### src/rtl/mulu_seq_pkg.sv
// Shared definitions for the digit-serial unsigned multiply sequencer:
// default widths, FSM state encoding and wrapper pin bit IDs.
package mulu_seq_pkg;

  localparam int DW_DEF  = 2;
  localparam int OPW_DEF = 4;
  localparam int ND_DEF  = OPW_DEF / DW_DEF;
  localparam int NS_DEF  = ND_DEF * ND_DEF;

  typedef enum logic [1:0] {
    ST_IDLE = 2'd0,
    ST_LOAD = 2'd1,
    ST_MUL  = 2'd2
  } state_t;

  // Bit positions on the 8-pin wrapper I/O.
  localparam int PIN_X0    = 0;
  localparam int PIN_X1    = 1;
  localparam int PIN_Y0    = 2;
  localparam int PIN_Y1    = 3;
  localparam int PIN_START = 4;
  localparam int PIN_RDY   = 5;
  localparam int PIN_BUSY  = 6;
  localparam int PIN_PDAT  = 7;

  // Width of an index that spans n entries (never narrower than one bit).
  function automatic int idx_w(input int n);
    return (n > 1) ? $clog2(n) : 1;
  endfunction

endpackage

### src/rtl/mulu_seq_acc.sv
// Product accumulator: adds the core's partial product, shifted by DW*k,
// into a 2*OPW-bit register. sum is exposed so the final term can be
// folded straight into the product register on the last step.
module mulu_seq_acc
  import mulu_seq_pkg::*;
#(
  parameter int DW  = DW_DEF,
  parameter int OPW = OPW_DEF,
  parameter int KW  = 2
) (
  input  logic              clk,
  input  logic              reset,
  input  logic              clr,
  input  logic              en,
  input  logic [2*DW-1:0]   mul_p,
  input  logic [KW-1:0]     k,
  output logic [2*OPW-1:0]  acc,
  output logic [2*OPW-1:0]  sum
);

  localparam int PW = 2 * OPW;

  logic [PW-1:0] term;

  always_comb begin
    term = PW'(mul_p) << (DW * int'(k));
    sum  = acc + term;
  end

  always_ff @(posedge clk or negedge reset) begin
    if (!reset) begin
      acc <= '0;
    end else if (clr) begin
      acc <= '0;
    end else if (en) begin
      acc <= sum;
    end
  end

endmodule

### src/rtl/mulu_seq4.sv
// Sequencing controller: collects OPW-bit operands one digit per cycle,
// steps a shared DWxDW core over all digit pairs and registers the product.
module mulu_seq4
  import mulu_seq_pkg::*;
#(
  parameter int DW  = DW_DEF,
  parameter int OPW = OPW_DEF
) (
  input  logic              clk,
  input  logic              reset,
  input  logic              start,
  input  logic [DW-1:0]     x_in,
  input  logic [DW-1:0]     y_in,
  output logic [DW-1:0]     mul_x,
  output logic [DW-1:0]     mul_y,
  input  logic [2*DW-1:0]   mul_p,
  output logic [2*OPW-1:0]  p,
  output logic              busy,
  output logic              rdy
);

  localparam int ND = OPW / DW;
  localparam int IW = idx_w(ND);
  localparam int KW = IW + 1;

  state_t          state, state_nx;
  logic [IW-1:0]   count;
  logic [IW-1:0]   i_idx;
  logic [IW-1:0]   j_idx;
  logic [DW-1:0]   xdig [ND];
  logic [DW-1:0]   ydig [ND];

  logic            last_digit;
  logic            last_i;
  logic            last_step;
  logic            acc_clr;
  logic            acc_en;
  logic [KW-1:0]   k;
  logic [2*OPW-1:0] acc;
  logic [2*OPW-1:0] acc_sum;

  assign last_digit = (count == IW'(ND - 1));
  assign last_i     = (i_idx == IW'(ND - 1));
  assign last_step  = last_i && (j_idx == IW'(ND - 1));
  assign k          = KW'(i_idx) + KW'(j_idx);
  assign busy       = (state != ST_IDLE);

  always_ff @(posedge clk or negedge reset) begin
    if (!reset) begin
      state <= ST_IDLE;
    end else begin
      state <= state_nx;
    end
  end

  always_comb begin
    state_nx = state;
    acc_clr  = 1'b0;
    acc_en   = 1'b0;
    case (state)
      ST_IDLE: begin
        if (start) begin
          acc_clr  = 1'b1;
          state_nx = (ND == 1) ? ST_MUL : ST_LOAD;
        end
      end
      ST_LOAD: begin
        if (last_digit) state_nx = ST_MUL;
      end
      ST_MUL: begin
        acc_en = 1'b1;
        if (last_step) state_nx = ST_IDLE;
      end
      default: state_nx = ST_IDLE;
    endcase
  end

  // Digit capture, step indices and the result register.
  always_ff @(posedge clk or negedge reset) begin
    if (!reset) begin
      count <= '0;
      i_idx <= '0;
      j_idx <= '0;
      p     <= '0;
      rdy   <= 1'b0;
      for (int n = 0; n < ND; n++) begin
        xdig[n] <= '0;
        ydig[n] <= '0;
      end
    end else begin
      case (state)
        ST_IDLE: begin
          if (start) begin
            xdig[0] <= x_in;
            ydig[0] <= y_in;
            count   <= IW'(1);
            i_idx   <= '0;
            j_idx   <= '0;
            rdy     <= 1'b0;
          end
        end
        ST_LOAD: begin
          xdig[count] <= x_in;
          ydig[count] <= y_in;
          count       <= count + IW'(1);
          if (last_digit) begin
            i_idx <= '0;
            j_idx <= '0;
          end
        end
        ST_MUL: begin
          if (last_i) begin
            i_idx <= '0;
            j_idx <= j_idx + IW'(1);
          end else begin
            i_idx <= i_idx + IW'(1);
          end
          if (last_step) begin
            p   <= acc_sum;
            rdy <= 1'b1;
          end
        end
        default: ;
      endcase
    end
  end

  // Core inputs stay at zero outside MUL so the shared multiplier is quiet.
  always_comb begin
    mul_x = '0;
    mul_y = '0;
    if (state == ST_MUL) begin
      mul_x = xdig[i_idx];
      mul_y = ydig[j_idx];
    end
  end

  mulu_seq_acc #(
    .DW  (DW),
    .OPW (OPW),
    .KW  (KW)
  ) u_acc (
    .clk   (clk),
    .reset (reset),
    .clr   (acc_clr),
    .en    (acc_en),
    .mul_p (mul_p),
    .k     (k),
    .acc   (acc),
    .sum   (acc_sum)
  );

endmodule

### config.mk
export PLATFORM = sky130hd
export DESIGN_NAME = mulu_seq4
export DESIGN_NICKNAME = d
export VERILOG_FILES = /design/src/rtl/mulu_seq_pkg.sv /design/src/rtl/mulu_seq_acc.sv /design/src/rtl/mulu_seq4.sv
export SDC_FILE = /design/constraint.sdc
export NUM_CORES = 1
export LEC_CHECK = 0
export CAP_MARGIN = 20
export CELL_PAD_IN_SITES_DETAIL_PLACEMENT = 0
export CELL_PAD_IN_SITES_GLOBAL_PLACEMENT = 1
export CORE_MARGIN = 2
export CORE_UTILIZATION = 25
export DETAILED_ROUTE_END_ITERATION = 6
export PLACE_DENSITY_LB_ADDON = 0.08
export SLEW_MARGIN = 10
export SYNTH_ARGS = -nofsm -noshare
export SYNTH_HDL_FRONTEND = slang
export SYNTH_SLANG_ARGS = --single-unit
### constraint.sdc
create_clock -name clk -period 2.75 [get_ports clk]
set_input_delay 0.55 -clock clk [delete_from_list [all_inputs] [get_ports clk]]
set_output_delay 0.55 -clock clk [all_outputs]
set_load 0.005 [all_outputs]
Word-level counts from Yosys, hierarchy flattened
Index checks and enable logic that the tools add are counted.

word-level totals
  logic and storage cells = 79
  bits in registers = 30
  output and inout port bits = 14

operators by class
  multiplexer cells = 35
  equality and inequality tests = 6
  $add $sub $neg = 5
  shifts and indexed selects = 1
  bitwise operators = 3
  order comparisons = 4
  reduce and logical (&&, ||, !) cells = 14

operators with widths
  cell                                            number
  2-to-1 mux 2 bit                                14
  2-to-1 mux 8 bit                                2
  2-to-1 mux 1 bit                                9
  AND reduction 3 bit                             3
  adder 8 bit                                     1
  bitwise mux 4 bit                               2
  inequality test 2 bit (second input constant)   4
  one-hot mux 2 bit (2 select lines)              2
  nonzero test 2 bit                              4
  left shift 4 x 3 -> 8 bit                       1
  >= comparator 2 bit (second input constant)     3
  inverter 1 -> 2 bit                             3
  one-hot mux 1 bit (3 select lines)              2
  one-hot mux 2 bit (3 select lines)              1
  one-hot mux 1 bit (2 select lines)              2
  AND reduction 2 bit                             2
  AND reduction 4 bit                             1
  adder 1 bit (second input constant)             3
  nonzero test 3 bit                              1
  adder 1 x 1 -> 2 bit                            1
  demux 2 bit (select 1 bit)                      1
  == test 2 x 1 -> 1 bit (second input constant)  1
  == test 2 bit (second input constant)           1
  logical AND 1 bit                               2
  2 further kinds                                 2

Logic depth before layout (Yosys ltp)
Gate-level depths: netlist of run 1.

  depth after elaboration = 7
  depth in mapped cells = 10
  gate-level depth less buffers = 9

Cells and area by module
Synthesis of run 1 repeated with hierarchy kept, for this count alone.

second synthesis, totals
  cells, all modules = 154
  area, all modules = 1707.9 µm²

modules (own cells, without submodules)
  module        area an instance (µm²)  times used  cells an instance
  mulu_seq4     963.4                   1           73
  mulu_seq_acc  744.5                   1           81

Least setup slack after synthesis of run 1
Ideal clock, no wire load.

  kind = register to register
  from = reg j_idx
  to = reg p[6]
  clock period less this slack = 2536 ps
  setup slack = 214 ps
  path buffers = 0
  arrival time = 2413 ps
  stages on the path, launching flop included = 10
  required time = 2626 ps
  path through = dfrtp_1 ha_1 nor3b_1 ha_1 fa_1 a21o_2 a21o_1 a21oi_1 nor3_1 a211o_1

on the way
  cells in the longest elaborated chain, start to end = 3
  elaborated cells on any way between the ends = 5

RTL lines
  what                       RTL line            RTL
  from (decl)                mulu_seq4.sv:29     logic [IW-1:0] j_idx;
  from (signal assigned)     mulu_seq4.sv:114    j_idx <= j_idx + IW'(1);
  adder 1 x 1 -> 2 bit       mulu_seq4.sv:45     assign k = KW'(i_idx) + KW'(j_idx);
  left shift 4 x 3 -> 8 bit  mulu_seq_acc.sv:26  term = PW'(mul_p) << (DW * int'(k));
  adder 8 bit                mulu_seq_acc.sv:27  sum = acc + term;
  to (signal assigned)       mulu_seq4.sv:119    p <= acc_sum;
  to (decl)                  mulu_seq4.sv:17     output logic [2*OPW-1:0] p,

Parallel ways exist; a longest one is shown, timed or not.
A chain may end at the register's enable or synchronous reset.

Worst setup path after layout of run 1
  from = reg j_idx
  to = reg u_acc.acc[7]

on the way
  cells in the longest elaborated chain, start to end = 5

RTL lines
  what                       RTL line            RTL
  adder 1 x 1 -> 2 bit       mulu_seq4.sv:45
  left shift 4 x 3 -> 8 bit  mulu_seq_acc.sv:26
  adder 8 bit                mulu_seq_acc.sv:27
  2-to-1 mux 8 bit           mulu_seq_acc.sv:35  end else if (en) begin
  2-to-1 mux 8 bit           mulu_seq_acc.sv:33  end else if (clr) begin
  to (signal assigned)       mulu_seq_acc.sv:36  acc <= sum;
  to (decl)                  mulu_seq_acc.sv:17  output logic [2*OPW-1:0] acc,

No other way between the ends. The select of a mux whose other input is x is not followed.

==> metrics, run 1 <==
status=completed; Avg Cell Area, Syn=10.2 sq um; Max Cap Viol=0; Synth Register Bits=30; drt first-iter violations=29; skew final=around 0.0034 ns; Post-synth EDFFs=0; pre-CTS WS=-0.225 ns; TritonRoute pass-1 iters=3; Final Setup Violations=0; Bufs on Longest Clock Path=2; DIE HEIGHT=about 86 um; final number of hold-violating endpoints=0; Hold WS=0.479 ns; # DRC=0; number of global-route vias before repair=1,523; Slowest Stage Delay on Critical Path=0.42 ns; Yosys top cell by area=dfrtp_1; WL per Instance=14.8 um; fin worst setup slack=about 0.13 ns; Net Count, Synth=187; Root Buffer=clkbuf_8; Area Overhead vs Synth=33.1%; clock sinks=30; Overall Power=2.57 mW; total CTS buffers=5; period utilization=0.954; Vias=between 1,000 and 1,500; Post-Synthesis Cell Area=between 1500 and 2000 sq um; largest net degree at the start of global routing=31; CP max stage cell=dfrtp_1; Worst-path clk slew=0.07 ns; Synth area leaders=dfrtp_1 44%, ha_1 6.6%, mux2_2 6.6%; Hold-fix buffers, CTS=0; dpl cell area=2130 sq um; I/O pin cnt=25; internal reg-to-reg setup slack=0.13 ns; GRT met3 Usage=0.0343; GRT Max-Usage Layer=met2; Starting Density=0.254; sequential-to-total area share from yosys stat=0.443; Slew headroom=0.625; Routability Congestion=0.734; Synth warnings=0; CP top delay family=compound AO/OA/AOI/OAI gates; Setup crit start kind=flop; site row count=30; DRT antenna net count=0; Fmax=0.381 GHz; fin nets=229; GR Util All Layers=0.131; Buf/Inv on CP=1; Overflow after GRT=0; fin cells=289; VDD IR max=0.000391 V; Yosys top cell area share=0.443; pwr/cell area=between 1000 and 1500 nW/um^2; H-tree levels=2; top_reg_cell synth=dfrtp_1; fin area=2260 sq um; cell chain of the critical path=ha_4, mux2i_2, buf_4, nor2_1, ha_1, o21ai_1, o211a_1, o21a_1, or2_1, a221o_1; routed wire length=4.29 mm; DP Cell Count=280; P_leak=approximately 1.0 nW; grt met1 use=0.155; min Tclk post-route=~2.6 ns; CTS tree=built; Vias/cell=4.70; Arrival @ worst endpoint=approximately 2.8 ns; Worst Hold Class=reg2reg; DP HPWL=3.13 mm; cells after synthesis=166; first-pass GRT wire length=7.42 mm; core area=~6700 sq um; final slew viol count=0; fraction of layout cells with a size suffix above 1=0.215; Die Width=around 86 um; initial antenna violation count=0; Die ar.=7460 sq um; required time of the critical path=2.92 ns; post-synthesis async set-or-reset flop share=1.00; Clk Latency, worst-skew pair=roughly 0.29 ns; CP Capture Type=flop; RSZ-0062 raised after global routing=no; IO Port Bufs=24; count of cell types in the netlist=39; critical path type=reg2reg; crit-path max FO=6; diodes inserted=0; Worst-Margin Slew=about 0.56 ns; met2 usage=0.216
-- cells by family after synthesis --
group | after synthesis | synth area share
AO/OA/AOI/OAI | 40 | 0.162
AND/OR/NAND/NOR | 54 | 0.154
buffers and inverters | 9 | 0.0221
XOR/XNOR | 4 | 0.0207
multiplexers | 19 | 0.120
adder cells (fa/ha/maj) | 10 | 0.0782
flip-flops | 30 | 0.443
-- per-layer routing --
metal / share of wire / vias to the layer above
li1: - / 666
met1: 0.45 / 646
met2: 0.47 / 30
met3: 0.042 / 15
met4: 0.038 / 0
met5: 0 / -
-- stage by stage --
stage | util | setup TNS [ns]
final | 0.338 | 0
after global routing | 0.338 | 0
after CTS | 0.335 | 0
after detailed placement | 0.319 | -0.750
after global placement | 0.319 | -0.683
after floorplan | - | 0
-- worst paths after layout --
path	start	endpoint	depth (start not counted)
max	j_idx$_DFFE_PN0P_	u_acc.acc[7]$_DFFE_PN0P_	10
min	p[4]$_DFFE_PN0P_	p[4]$_DFFE_PN0P_	2
max reg2reg	j_idx$_DFFE_PN0P_	u_acc.acc[7]$_DFFE_PN0P_	10
min reg2reg	p[4]$_DFFE_PN0P_	p[4]$_DFFE_PN0P_	2
max in group asynchronous	reset	ydig[2]$_DFFE_PN0P_	2
min in group asynchronous	reset	p[5]$_DFFE_PN0P_	2
-- cell usage after synthesis, drive strengths merged (3+ instances only) --
cell type	n
ha	9
a21oi	8
a22o	4
dfrtp	30
o21ai	14
buf	4
nor2b	5
mux2i	9
nand2b	4
o21a	3
clkbuf	3
nand2	18
mux2	10
nor2	15
a21o	3
or2	3
-- state kept, by name (all words and copies together), names as in the netlist, 2 cells and up --
name and count:
u_acc.acc 8, p 8, xdig 4, state 2
ydig 4
-- where the power goes --
| part | switching, mW | internal [mW] |
|---|---|---|
| clock network | 0.179 | 0.202 |
| logic | 0.658 | 0.774 |
| registers | 0.129 | 0.628 |
-- worst reg2reg max path: cells and delay by family, from the launching register on --
kind                     cells  cell delay [ns]
AO/OA/AOI/OAI                4             0.83
adder cells (fa/ha/maj)      2             0.65
flip-flops                   1             0.42
AND/OR/NAND/NOR              2             0.25
multiplexers                 1             0.23
buffers and inverters        1             0.14
-- repair_timing --
item                                    4_1_cts  5_1_grt
endpoints found under the hold margin         0        0
gates cloned                                  0        0
pin swaps                                     0        3
resized for setup                             2        3
endpoints found under the setup margin        3        3
buffers inserted                              0        1
-- layout make-up --
cell class,count,area (sq um)
clock buffers,7,86.3
flip-flops and latches,30,751
inverters,2,7.51
clock inverters,1,5.00
well taps,80,100
fillers,678,4420
multi-input cells,127,932
repair buffers,42,375
-- placed cells by master, fill, tap and decap left out, types with 2 or more instances in the layout --
master,Yosys,final
xnor2_1,2,2
o21ai_1,2,2
clkdlybuf4s50_1,0,24
nor3b_1,2,2
a21oi_1,8,7
nor2_1,15,15
dfrtp_1,30,30
mux2_2,10,10
or2_2,2,2
nand2b_1,3,3
ha_1,9,8
clkbuf_8,0,6
o21ai_0,12,12
a22o_1,4,4
o21a_1,3,3
nor2b_1,5,5
a21o_1,2,2
mux2i_1,9,8
xor2_1,2,2
nand2_1,18,18
buf_4,0,18
or3_1,2,2
inv_1,2,2
Note: power is estimated with default switching activity, not from simulation.
==> inputs of run 2 (changes only) <==
- CAP_MARGIN: 20 -> default
==> results of run 2 <==
Same layout as run 1: the final DEF is identical, and so are final timing and power.
==> inputs of run 3 (changes only) <==
- CORE_MARGIN: 2 -> default
==> run 3 against run 2 <==
Die area fell by 4.6%. Global-route usage is 0.52 points lower. Combinational power about the same. Clock-buffer cell count is the same. Worst hold slack gained 0.0016 ns. Final cell count fell by 1.0%. Via count fell by 1.4%. Non-clock buffer count unchanged. Clock power decreased by 3%. Critical path depth fell by 1. Highest routed layer unchanged.
==> metrics, run 3 (same netlist as run 1, synthesis figures left out) <==
status=completed; P_leak=1.01 nW; fin nets=229; Slowest Stage Delay on Critical Path=between 0.4 and 0.5 ns; R2R cell count=9; I/O pin cnt=25; DRT antenna net count=0; Final Setup Violations=0; required time of the critical path=2.91 ns; top flop regs=p (8), u_acc.acc (8); drt first-iter violations=26; register area=around 750 sq um; largest net degree at the start of global routing=31; fin cells=286; commonest non-fill, non-tap cell in the layout=dfrtp_1; critical path type=reg2reg; site row count=29; final number of hold-violating endpoints=0; pwr/cell area=1130 nW/um^2; Hold WS=a little under 0.5 ns; fraction of layout cells with a size suffix above 1=0.220; Die Width=84.4 um; Starting Density=0.262; number of global-route vias before repair=1,509; TritonRoute pass-1 iters=2; diodes inserted=0; Max Cap Viol=0; first-pass GRT wire length=6.99 mm; core area=6460 sq um; min Tclk post-route=2.59 ns; most frequent cells in the layout=30 x dfrtp_1, 24 x clkdlybuf4s50_1, 18 x nand2_1, 18 x buf_4, 15 x nor2_1; routed wire length=around 4 mm; Hold Crit Depth=2; clock sinks=30; Clk Latency, worst-skew pair=0.28 ns; total CTS buffers=5; multi-input logic area=937 sq um; Root Buffer=clkbuf_8; H-tree levels=2; Bufs on Longest Clock Path=2; period utilization=0.941; Worst-path clk slew=0.06 ns; fin worst setup slack=between 0.15 and 0.2 ns; post-layout util=0.350; setup TNS=0 ns; CP Capture Type=flop; cell chain of the critical path=ha_4, mux2i_2, nor2_1, ha_1, o21ai_1, o211a_1, o21a_1, or2_1, a221o_1; Arrival @ worst endpoint=2.75 ns; CP max stage cell=dfrtp_1; Vias=1,338; Worst-Margin Slew=0.412 ns; Hold-fix buffers, CTS=0; Die ar.=7110 sq um; DP Cell Count=approximately 280; WL per Instance=14.4 um; IO Port Bufs=24; skew final=0.00501 ns; CTS resizes=0; GR Util All Layers=0.126; initial antenna violation count=0; final slew viol count=0; Filler cells=667; pre-CTS WS=-0.210 ns; CTS tree=built; DIE HEIGHT=84.4 um; RSZ-0062 raised after global routing=no; Overflow after GRT=0; Vias/cell=4.68; # DRC=0; setup bufs post-CTS=0; Slew headroom=0.725; crit-path max FO=6; DP HPWL=~3.1 mm; Area Overhead vs Synth=33.2%; Fmax=between 0.3 and 0.4 GHz; Setup crit start kind=flop; Worst Hold Class=reg2reg; Routability Congestion=0.812; VDD IR max=around 0.00035 V
==> run 3: cell counts in the layout (fill, tap and decap cells not counted) <==
No cell type changed its count.
==> run 3: final cells by class <==
type                       instances  area share
tap                               77      0.0427
sequential                        30       0.332
clock buffer                       7      0.0382
clock inverter                     1     0.00222
timing repair buffer              42       0.166
inverter                           2     0.00332
multi-input combinational        127       0.415
==> run 3: stage by stage <==
| step | instance area [sq um] | power, mW |
|---|---|---|
| after floorplan | 1700 | 1.57 |
| after global placement | 2140 | 2.16 |
| after detailed placement | 2140 | 2.17 |
| after CTS | 2230 | 2.56 |
| after global routing | 2260 | 2.78 |
| final | 2260 | 2.56 |
==> run 3: path summary, 6_finish.rpt <==
check	endpoint	slack (ns)	startpoint
max	u_acc.acc[7]$_DFFE_PN0P_	0.16	i_idx$_DFFE_PN0P_
min	p[5]$_DFFE_PN0P_	0.48	p[5]$_DFFE_PN0P_
max reg2reg	u_acc.acc[7]$_DFFE_PN0P_	0.16	i_idx$_DFFE_PN0P_
min reg2reg	p[5]$_DFFE_PN0P_	0.48	p[5]$_DFFE_PN0P_
max in group asynchronous	count$_DFFE_PN0P_	1.79	reset
min in group asynchronous	p[4]$_DFFE_PN0P_	0.66	reset
==> run 3: critical path, delay by kind of cell, from the launching register on <==
family	cells	cell delay, ns
AOI/OAI and AO/OA	4	0.85
adders and majority gates	2	0.65
DFF	1	0.41
and+or+nand+nor	2	0.29
muxes	1	0.28
==> run 3: power breakdown <==
group / switching [mW] / internal, mW
registers: 0.132 / 0.628
clock network: 0.168 / 0.202
logic: 0.650 / 0.775
total: 0.951 / 1.60
==> run 3: metal layers <==
layer	routed length, um	vias to the layer above	global-route usage
li1	-	667	-
met1	1830	648	0.144
met2	2120	19	0.232
met3	126	4	0.0334
met4	38	0	0.0370
met5	0	-	0
